### src/rtl/mem_bus_arbiter_pkg.sv
// Shared types and constants for the two-master memory bus arbiter.
package mem_bus_arbiter_pkg;

    localparam int WAIT_CNT_W = 4;
    localparam int DATA_W     = 16;

    typedef enum logic [1:0] {
        IDLE   = 2'd0,
        ACCESS = 2'd1,
        RESP   = 2'd2
    } mem_arb_state_e;

    typedef enum logic {
        ARB_M0 = 1'b0,
        ARB_M1 = 1'b1
    } mem_arb_owner_e;

endpackage

### src/rtl/mem_arb_pick.sv
// Combinational winner selection between the CPU (master 0) and the DMA/loader (master 1).
// MEM_ARB_RR_EN selects round-robin tie-break; otherwise the CPU always wins ties.
module mem_arb_pick
    import mem_bus_arbiter_pkg::*;
(
    input  logic m0_req,
    input  logic m1_req,
    input  logic last_owner,
    output logic grant_valid,
    output logic grant
);

`ifndef MEM_ARB_RR_EN
    logic unused_last_owner;
    assign unused_last_owner = last_owner;
`endif

    always_comb begin
        grant_valid = m0_req | m1_req;
        grant       = ARB_M0;
        if (m0_req && m1_req) begin
`ifdef MEM_ARB_RR_EN
            // Tie goes to whichever master did not win the previous grant.
            grant = (last_owner == ARB_M0) ? ARB_M1 : ARB_M0;
`else
            grant = ARB_M0;
`endif
        end else if (m1_req) begin
            grant = ARB_M1;
        end
    end

endmodule

### src/rtl/mem_bus_arbiter.sv
// Two-master arbiter for the single 16-bit memory port: grant, hold strobes for
// WAIT_CYCLES, then one-cycle ack. Build with MEM_ARB_RR_EN for round-robin ties.
//
// state  | meaning
// IDLE   | no transaction; requests sampled, winner latched on grant
// ACCESS | memory strobe held while wait counter runs down to zero
// RESP   | owner's ack pulses for this one cycle, strobes low
module mem_bus_arbiter
    import mem_bus_arbiter_pkg::*;
#(
    parameter int WAIT_CYCLES = 1
) (
    input  logic        i_clk,
    input  logic        i_rst,
    input  logic        i_m0_req,
    input  logic        i_m0_we,
    input  logic [15:0] i_m0_addr,
    input  logic [15:0] i_m0_wdata,
    output logic        o_m0_ack,
    input  logic        i_m1_req,
    input  logic        i_m1_we,
    input  logic [15:0] i_m1_addr,
    input  logic [15:0] i_m1_wdata,
    output logic        o_m1_ack,
    output logic [15:0] o_rdata,
    output logic [15:0] o_mem_addr,
    output logic [15:0] o_mem_wdata,
    output logic        o_mem_rd,
    output logic        o_mem_wr,
    input  logic [15:0] i_mem_rdata,
    output logic        o_busy,
    output logic        o_owner
);

    if (WAIT_CYCLES < 1 || WAIT_CYCLES > 15) begin : g_bad_wait
        $error("mem_bus_arbiter: WAIT_CYCLES must be 1..15");
    end

    localparam logic [WAIT_CNT_W-1:0] WAIT_LOAD = WAIT_CNT_W'(WAIT_CYCLES - 1);

    mem_arb_state_e        state_q, state_d;
    logic [WAIT_CNT_W-1:0] cnt_q, cnt_d;
    logic                  load;
    logic                  capture;

    logic                  we_q;
    logic [DATA_W-1:0]     addr_q;
    logic [DATA_W-1:0]     wdata_q;
    logic [DATA_W-1:0]     rdata_q;
    mem_arb_owner_e        owner_q;

    logic                  grant_valid;
    logic                  grant_raw;
    mem_arb_owner_e        grant_owner;
    logic                  last_owner;

    logic                  win_we;
    logic [DATA_W-1:0]     win_addr;
    logic [DATA_W-1:0]     win_wdata;

    mem_arb_pick u_pick (
        .m0_req      (i_m0_req),
        .m1_req      (i_m1_req),
        .last_owner  (last_owner),
        .grant_valid (grant_valid),
        .grant       (grant_raw)
    );

    assign grant_owner = mem_arb_owner_e'(grant_raw);

`ifdef MEM_ARB_RR_EN
    mem_arb_owner_e last_owner_q;

    // Reset to M1 so the first tie after reset goes to the CPU.
    always_ff @(posedge i_clk) begin
        if (i_rst) begin
            last_owner_q <= ARB_M1;
        end else if (load) begin
            last_owner_q <= grant_owner;
        end
    end

    assign last_owner = last_owner_q;
`else
    assign last_owner = ARB_M0;
`endif

    always_comb begin
        win_we    = i_m0_we;
        win_addr  = i_m0_addr;
        win_wdata = i_m0_wdata;
        if (grant_owner == ARB_M1) begin
            win_we    = i_m1_we;
            win_addr  = i_m1_addr;
            win_wdata = i_m1_wdata;
        end
    end

    always_comb begin
        state_d = state_q;
        cnt_d   = cnt_q;
        load    = 1'b0;
        capture = 1'b0;
        case (state_q)
            IDLE: begin
                if (grant_valid) begin
                    load    = 1'b1;
                    cnt_d   = WAIT_LOAD;
                    state_d = ACCESS;
                end
            end
            ACCESS: begin
                if (cnt_q == '0) begin
                    capture = !we_q;
                    state_d = RESP;
                end else begin
                    cnt_d = cnt_q - 1'b1;
                end
            end
            RESP: begin
                state_d = IDLE;
            end
            default: begin
                state_d = IDLE;
            end
        endcase
    end

    always_ff @(posedge i_clk) begin
        if (i_rst) begin
            state_q <= IDLE;
            cnt_q   <= '0;
            we_q    <= 1'b0;
            addr_q  <= '0;
            wdata_q <= '0;
            owner_q <= ARB_M0;
            rdata_q <= '0;
        end else begin
            state_q <= state_d;
            cnt_q   <= cnt_d;
            if (load) begin
                we_q    <= win_we;
                addr_q  <= win_addr;
                wdata_q <= win_wdata;
                owner_q <= grant_owner;
            end
            if (capture) begin
                rdata_q <= i_mem_rdata;
            end
        end
    end

    assign o_busy      = (state_q != IDLE);
    assign o_owner     = owner_q;
    assign o_mem_addr  = addr_q;
    assign o_mem_wdata = wdata_q;
    assign o_mem_rd    = (state_q == ACCESS) && !we_q;
    assign o_mem_wr    = (state_q == ACCESS) && we_q;
    assign o_m0_ack    = (state_q == RESP) && (owner_q == ARB_M0);
    assign o_m1_ack    = (state_q == RESP) && (owner_q == ARB_M1);
    assign o_rdata     = rdata_q;

endmodule

### config.mk
export PLATFORM = sky130hd
export DESIGN_NAME = mem_bus_arbiter
export DESIGN_NICKNAME = d
export VERILOG_FILES = /design/src/rtl/mem_bus_arbiter_pkg.sv /design/src/rtl/mem_arb_pick.sv /design/src/rtl/mem_bus_arbiter.sv
export SDC_FILE = /design/constraint.sdc
export NUM_CORES = 1
export LEC_CHECK = 0
export BUFFER_PORTS_ARGS = -buffer_cell sky130_fd_sc_hd__buf_4
export CORE_AREA = 2 2 78 80
export DETAILED_ROUTE_END_ITERATION = 7
export DIE_AREA = 0 0 80 82
export GPL_ROUTABILITY_DRIVEN = 0
export MAX_ROUTING_LAYER = met4
export PLACE_DENSITY = 0.77
export SETUP_SLACK_MARGIN = 0.15
export SYNTH_ARGS = -nofsm -noshare
export SYNTH_HDL_FRONTEND = slang
export SYNTH_HIERARCHICAL = 1
export SYNTH_SLANG_ARGS = --single-unit
### constraint.sdc
create_clock -name i_clk -period 2.05 [get_ports i_clk]
set_input_delay 0.5125 -clock i_clk [delete_from_list [all_inputs] [get_ports i_clk]]
set_output_delay 0.5125 -clock i_clk [all_outputs]
set_load 0.1 [all_outputs]
[Yosys cells after proc, flatten, opt, wreduce, memory -nomap -nowiden]
Index checks and enable logic that the tools add are counted.
Operators by class
  add/subtract/negate cells: 1
  equal/unequal tests: 5
  mux-type cells: 15
  bitwise operators: 2
  reductions and logical operators: 12
Operator list (count)
  $mux 16: 2
  $mux 4: 2
  $pmux 4 s2: 1
  $mux 1: 7
  $ne 2x2->1 const B: 3
  $logic_and 1x1->1: 5
  $logic_not 4->1: 1
  $mux 2: 2
  $pmux 2 s2: 1
  $reduce_bool 2->1: 2
  $sub 4x1->4 const B: 1
  $reduce_and 3->1: 1
  $eq 2x1->1 const B: 1
  $eq 2x2->1 const B: 1
  $logic_not 2->1: 1
  $reduce_and 2->1: 1
  $logic_not 1->1: 1
  $not 1->1: 1
  $or 1x1->1: 1
Word-level totals
  flip-flop bits (word level): 56
  bits of input ports: 86
  word-level logic and storage cells: 42

[Depth between registers and ports, before layout]
Gate-level depths: netlist of run 1.
  depth after elaboration: 3
  depth in mapped cells: 7
  mapped depth without buffers: 5

[Hierarchy]
The synthesis of run 1 kept the hierarchy.
Modules (own cells, without submodules)
  mem_bus_arbiter: times used 1, cells an instance 264, area each 2437.3 µm², sequential area each 1121.1 µm²
  mem_arb_pick: times used 1, cells an instance 2, area each 12.5 µm², sequential area each 0.0 µm²

[Worst setup path after synthesis of run 1]
No wires, ideal clock.
  path kind: flip-flop to output port
  start point: register owner_q, in the netlist o_owner
  end point: output port o_m0_ack
  arrival time: 2.994 ns
  required time: 1.537 ns
  slack: -1.456 ns
  stages on the path, launching flop included: 2
  path buffers: 0
  cells stage by stage: dfxtp_1 > nor3b_1
Between the ends
  cells in the longest elaborated chain, start to end: 2
Ends and longest elaborated chain
  start: declaration: RTL line mem_bus_arbiter.sv:50  | mem_arb_owner_e owner_q;
  start signal: assignment: RTL line mem_bus_arbiter.sv:145  | owner_q <= grant_owner;
  $not 1->1: RTL line mem_bus_arbiter.sv:159  | assign o_m0_ack = (state_q == RESP) && (owner_q == ARB_M0);
  $logic_and 1x1->1: RTL line mem_bus_arbiter.sv:159
  end: declaration: RTL line mem_bus_arbiter.sv:19  | output logic o_m0_ack,
No other way between the ends.

[Worst setup path after layout of run 1]
  start point: register state_q[1]
  end point: output port o_mem_rd
Between the ends
  cells in the longest elaborated chain, start to end: 2
Ends and longest elaborated chain
  start: declaration: RTL line mem_bus_arbiter.sv:41  | mem_arb_state_e state_q, state_d;
  start signal: assignment: RTL line mem_bus_arbiter.sv:139  | state_q <= state_d;
  $eq 2x1->1: RTL line mem_bus_arbiter.sv:157  | assign o_mem_rd = (state_q == ACCESS) && !we_q;
  $logic_and 1x1->1: RTL line mem_bus_arbiter.sv:157
  end: declaration: RTL line mem_bus_arbiter.sv:28  | output logic o_mem_rd,
No other way between the ends.

==> metrics.md, run 1 <==
| Metric | Value |
|---|---|
| Crit Path Max Fanout | `8` |
| Mapped cell area | `2446 sq um` |
| Drt pass-1 iters | `4` |
| Final layout net count | `480` |
| Worst hold path type | `input port to register` |
| Slowest cell on the critical path | `or3b_4` |
| Reg-to-reg startpoint | `cnt_q[0]$_SDFFE_PP0P_` |
| Final setup TNS | `0 ps` |
| Reg2Reg Depth | `5` |
| Initial antenna violation count | `0` |
| Hold Crit Depth | `3` |
| RSZ-0062 raised after global routing | `no` |
| CTS clk-pin slew, worst paths | `100 ps` |
| Min-Delay Startpoint | `i_mem_rdata[9]` |
| Reg2reg setup slack | `340 ps` |
| Sink Count | `56` |
| Worst Tran Pin Value | `593.3 ps` |
| Period utilization | `0.9025` |
| Endpoint, Worst Hold | `o_rdata[9]$_SDFFE_PP0P_` |
| Mapped Cells | `265` |
| Final Hold Fails | `0` |
| Fin. max-slew vios | `0` |
| Final WL | `6429 um` |
| First-pass GRT wire length | `9880 um` |
| GRT overflow | `0` |
| # hold bufs at CTS | `0` |
| CP Launch Type | `register` |
| Top delay family on crit path | `simple AND/OR/NAND/NOR gates` |
| DRC viols | `0` |
| Top Ports | `140` |
| Die Span X | `80 um` |
| Die Y | `82 um` |
| Initial Util | `0.4257` |
| Via density | `5.102` |
| Mapped Avg Cell Area | `9.231 sq um` |
| VDD IR max | `0.7090 mV` |
| Req. time, crit path | `1540 ps` |
| Power Total | `5524 uW` |
| Leakage | `0.001657 uW` |
| Clk Latency, worst-skew pair | `300 ps` |
| Worst path arrival time | `1340 ps` |
| H-tree lvl count | `2` |
| DR iter-0 viols | `74` |
| Dpl hpwl | `4615 um` |
| Port-buffer cells | `139` |
| Cell Chain, Critical Path | `or3b_4 -> clkinv_8 -> buf_12` |
| R2r endpoint | `cnt_q[3]$_SDFFE_PP0P_` |
| Crit. End Element | `primary output` |
| Worst path buffer plus inverter count | `2` |
| Via Count | `2393` |
| Routed len/inst | `13.71 um` |
| Type of the worst setup path | `register to primary output` |
| Number of inserted diodes | `0` |
| Synth Warn # | `6` |
| Crit path depth | `3` |
| Syn_nets | `352` |
| CP max stage delay | `420 ps` |
| Antenna Nets Post-Route | `0` |
| Tmin final | `1850 ps` |
| PD cells | `1467 nW/um^2` |
| Worst Clk Skew | `6.140 ps` |
| Slew Limit Headroom | `0.6045` |
| Row cnt | `28` |
| Root buf cell | `clkbuf_8` |
| Largest net degree at the start of global routing | `69` |
| Final setup vio count | `0` |
| Die ar. | `6560 sq um` |
| Core area | `5746 sq um` |
| Placed Cells | `460` |
| Layout cell share with drive strength beyond 1 | `0.4239` |
| Status | `complete, no violations` |
| Max frequency | `0.5405 GHz` |
| Final std cells w/o fill | `469` |
| Overall global routing resource usage | `0.1959` |
| Number of global-route vias before repair | `2224` |
| # Max-Cap Violations | `0` |
| CTS max path bufs | `2` |
| Synthesis-to-finish area growth | `53.91%` |
| CTS buffer count | `5` |
| TritonCTS clock tree | `built` |
state kept, by name, summed over array words and instances (netlist names):
name	flops
o_rdata	16
o_owner	1
cnt_q	4
state_q	2
we_q	1
o_mem_wdata	16
o_mem_addr	16
layer usage:
layer | global-route usage | up-vias | wire (um)
li1 | - | 1219 | -
met1 | 0.2217 | 1065 | 2657
met2 | 0.3500 | 103 | 3130
met3 | 0.05055 | 6 | 585
met4 | 0.04237 | 0 | 55
met5 | - | - | 0
final cells by class:
class                      instances  area [sq um]
inverter                           4         27.53
tap                               75         93.84
multi-input combinational        181          1220
timing repair buffer             145          1139
clock inverter                     3         90.09
clock buffer                       5         68.82
fill                             501          1981
sequential                        56          1126
worst reg2reg max path, stage by stage (launching register included):
cell	delay (ps)
dfxtp_1	400
inv_1	70
ha_1	250
nor4bb_1	180
or4_1	510
a211oi_2	230
cells in the final DEF, fill, tap and decap left out:
cell       instances
nand2_1            2
nor2_1            34
a211oi_2           1
dfxtp_1           54
mux2i_1           34
nor2b_4            1
nor3b_4            2
clkinv_8           1
nand3_1           17
or2_1              1
nor2b_1            1
nand2b_1           1
or2_2              1
a211oi_1          33
and4bb_2           1
nor2_2             1
o21ai_0            9
o21bai_1           1
dfxtp_4            1
buf_4            141
dfxtp_2            1
clkbuf_8           5
nor3b_2            1
or3b_4             2
and3b_2            1
buf_12             4
or3_1              2
a21oi_1           18
ha_1               1
inv_1              3
bufinv_16          3
a31oi_1            1
or4_1              2
nor4bb_1           1
nor3_1             2
o21ai_1           10
power breakdown:
| part | internal (uW) | total [uW] | switching, uW | leakage, uW |
|---|---|---|---|---|
| Clock | 610 | 953 | 343 | 0.0000784 |
| Sequential | 1330 | 1460 | 137 | 0.000463 |
| Combinational | 777 | 3110 | 2330 | 0.00112 |
per-stage QoR:
step                      hold slack (ps)  instance area, sq um  setup WS [ps]  utilization
final                               459.1                  3765          199.8       0.6553
after global routing                451.5                  3765          150.1       0.6553
after CTS                           446.6                  3750          168.3       0.6527
after detailed placement            470.0                  3557          281.5       0.6191
after global placement              461.2                  3557          300.9       0.6191
after floorplan                     458.1                  2462          133.1            -
worst max path at each step:
stage	from	to	slack (ps)
floorplan	o_owner$_SDFFE_PP0P_	o_m0_ack	130
global placement	state_q[1]$_SDFFE_PP0P_	o_mem_rd	300
detailed placement	state_q[1]$_SDFFE_PP0P_	o_mem_rd	280
CTS	state_q[0]$_SDFFE_PP0P_	o_mem_wr	170
global route	state_q[0]$_SDFFE_PP0P_	o_mem_wr	150
finish	state_q[1]$_SDFFE_PP0P_	o_mem_rd	200
timing repair:
action | in CTS | in global routing
endpoints found under the setup margin | 1 | 3
resized for setup | 7 | 4
setup buffers | 1 | 0
endpoints found under the hold margin | 0 | 0
Note: power is estimated with default switching activity, not from simulation.
==> inputs of run 2 (changes only) <==
CORE_AREA = 2 2 109 58   (was 2 2 78 80)
DIE_AREA = 0 0 111 60   (was 0 0 80 82)
HOLD_SLACK_MARGIN = 0.06   (was not set)
clock period = 1.9 ns   (was 2.05 ns; I/O delays follow)
==> run 2 against run 1 <==
Effect of this change: clock power increased by 14%; non-clock buffer count increased by 3; clock skew decreased by 2.1 ps; global-route usage increased by 0.77 points; flip-flop and latch count unchanged; combinational power increased by 9.3%; die area increased by 1.5%; design area increased by 1.9%; first-iteration DRC count increased by 57%; register-to-register slack got worse by 80 ps; largest cell class unchanged.
==> metrics.md, run 2 (synthesized netlist as in run 1, its figures left out) <==
| Metric | Value |
|---|---|
| Status | `complete, no violations (unchanged)` |
| H-tree lvl count | `2 (unchanged)` |
| Commonest non-fill, non-tap cell in the layout | `buf_4 (unchanged)` |
| # Max-Cap Violations | `0 (unchanged)` |
| FILL cells | `479 (was 501)` |
| Combinational Power Share | `0.561 (was 0.563)` |
| Reg area | `1127 sq um (was 1126 sq um)` |
| Core area | `5781 sq um (was 5746 sq um)` |
| Clk Latency, worst-skew pair | `290 ps (was 300 ps)` |
| CP Launch Type | `register (unchanged)` |
| Hold_ws | `446.4 ps (was 459.1 ps)` |
| Number of inserted diodes | `0 (unchanged)` |
| PD cells | `1581 nW/um^2 (was 1467 nW/um^2)` |
| Layout cell share with drive strength beyond 1 | `0.4332 (was 0.4239)` |
| Cell Chain, Critical Path | `or3b_4 -> clkinv_4 -> buf_12 (was or3b_4 -> clkinv_8 -> buf_12)` |
| Die Y | `60 um (was 82 um)` |
| Crit Path Max Fanout | `2 (was 8)` |
| Worst path arrival time | `1260 ps (was 1340 ps)` |
| Leakage | `0.001687 uW (was 0.001657 uW)` |
| Top delay family on crit path | `simple AND/OR/NAND/NOR gates (unchanged)` |
| Tmin final | `1731 ps` |
| Worst Clk Skew | `4.010 ps (was 6.140 ps)` |
| GRT overflow | `0 (unchanged)` |
| Root buf cell | `clkbuf_16 (was clkbuf_8)` |
| Pint | `3005 uW (was 2713 uW)` |
| RSZ-0062 raised after global routing | `yes (was no)` |
| Crit. End Element | `primary output (unchanged)` |
| Period utilization | `0.9110` |
| Largest net degree at the start of global routing | `57 (was 69)` |
| Max frequency | `0.5777 GHz` |
| Final Hold Fails | `0 (unchanged)` |
| Slew Limit Headroom | `0.5949 (was 0.6045)` |
| Top Ports | `140 (unchanged)` |
| CTS clk-pin slew, worst paths | `70 ps (was 100 ps)` |
| Max Used Layer | `met4 (unchanged)` |
| Worst Tran Pin Value | `607.6 ps (was 593.3 ps)` |
| Worst path buffer plus inverter count | `2 (unchanged)` |
| Row cnt | `20 (was 28)` |
| Routed len/inst | `13.72 um (was 13.71 um)` |
| Sw frac | `0.5046 (was 0.5089)` |
| DRC viols | `0 (unchanged)` |
| Initial Util | `0.4232 (was 0.4257)` |
| Most frequent cells in the layout | `buf_4 (142), dfxtp_1 (53), mux2i_1 (34), nor2_1 (34), a211oi_1 (33) (was buf_4 (141), dfxtp_1 (54), mux2i_1 (34), nor2_1 (34), a211oi_1 (33))` |
| Area occupied by multi-input gates | `1235 sq um (was 1220 sq um)` |
| Via density | `4.960 (was 5.102)` |
| Wl on met1 | `3125 um (was 2657 um)` |
| Number of global-route vias before repair | `2185 (was 2224)` |
| TritonCTS clock tree | `built (unchanged)` |
| Met3 routed WL | `369 um (was 585 um)` |
| Dpl hpwl | `4815 um (was 4615 um)` |
| Die ar. | `6660 sq um (was 6560 sq um)` |
| CTS buffer count | `5 (unchanged)` |
| Port-buffer cells | `139 (unchanged)` |
| CTS max path bufs | `2 (unchanged)` |
| Initial antenna violation count | `0 (unchanged)` |
| Sink Count | `56 (unchanged)` |
| Die Span X | `111 um (was 80 um)` |
| Synthesis-to-finish area growth | `56.88% (was 53.91%)` |
| Fin. max-slew vios | `0 (unchanged)` |
| Power Total | `6066 uW (was 5524 uW)` |
| Sequential share of power | `0.260 (was 0.265)` |
| Slowest cell on the critical path | `or3b_4 (unchanged)` |
| Final setup vio count | `0 (unchanged)` |
| Final setup TNS | `0 ps (unchanged)` |
| Antenna Nets Post-Route | `0 (unchanged)` |
| Worst hold path type | `input port to register (unchanged)` |
| VDD IR max | `0.9136 mV (was 0.7090 mV)` |
| Share of power burned in the clock network | `0.179 (was 0.172)` |
| Met2 wire len | `2945 um (was 3130 um)` |
| Via Count | `2351 (was 2393)` |
| Type of the worst setup path | `register to primary output (unchanged)` |
| Overall global routing resource usage | `0.2036 (was 0.1959)` |
| First-pass GRT wire length | `10530 um (was 9880 um)` |
| Psw | `3061 uW (was 2812 uW)` |
| Final WL | `6501 um (was 6429 um)` |
| Drt pass-1 iters | `4 (unchanged)` |
| DR iter-0 viols | `116 (was 74)` |
| Final layout net count | `483 (was 480)` |
| Req. time, crit path | `1420 ps (was 1540 ps)` |
| CP max stage delay | `410 ps (was 420 ps)` |
## run 2: cell count changes in the layout (fill, tap and decap cells not counted), sizes merged
cell    before  now
clkbuf       5    7
buf        145  148
bufinv       3    1
## run 2: final timing paths
path	start	end	slack, ps	cells past startpoint
setup / recovery	state_q[1]$_SDFFE_PP0P_	o_mem_rd	170	3
hold / removal	i_mem_rdata[10]	o_rdata[10]$_SDFFE_PP0P_	450	3
setup reg to reg	cnt_q[0]$_SDFFE_PP0P_	cnt_q[3]$_SDFFE_PP0P_	260	5
hold reg to reg	o_rdata[2]$_SDFFE_PP0P_	o_rdata[2]$_SDFFE_PP0P_	480	2
## run 2: layout make-up
| class | instances | area share |
|---|---|---|
| inverter | 4 | 0.005217 |
| sequential | 56 | 0.2938 |
| tap | 77 | 0.02511 |
| multi-input combinational | 181 | 0.3218 |
| timing repair buffer | 148 | 0.3065 |
| clock buffer | 7 | 0.03978 |
| clock inverter | 1 | 0.007825 |
## run 2: per-stage QoR
stage	instance area [sq um]	setup slack, ps	std cells	util
finish	3837	169.0	474	0.6639
global route	3837	133.4	474	0.6639
CTS	3807	127.8	474	0.6587
detailed placement	3577	154.7	465	0.6188
global placement	3577	207.0	465	0.6188
floorplan	2470	118.8	265	-
## run 2: worst register-to-register path: stages, from the launching register on
cell      delay, ps
dfxtp_2         360
inv_1            50
ha_1            250
nor4bb_1        180
or4_1           510
a211oi_2        230
## run 2: timing repair
action | 4_1_cts | 5_1_grt
pin swaps | 0 | 1
hold buffers | 0 | 0
setup endpoints to repair | 5 | 6
resized for setup | 11 | 9
buffers inserted | 1 | 0
## run 2: per-layer routing
metal / global-route usage / vias to the layer above
li1: - / 1220
met2: 0.3181 / 73
met5: - / -
met3: 0.05274 / 6
met1: 0.2727 / 1052
met4: 0.03750 / 0
## run 2: power by group through the flow
stage                     Sequential [uW]  Clock (uW)  Combinational [uW]
after global placement               1590           0                3270
after floorplan                      3160           0                1020
after detailed placement             1600           0                3300
after global routing                 1610        1170                3580
final                                1580        1090                3400
after CTS                            1570        1110                3370
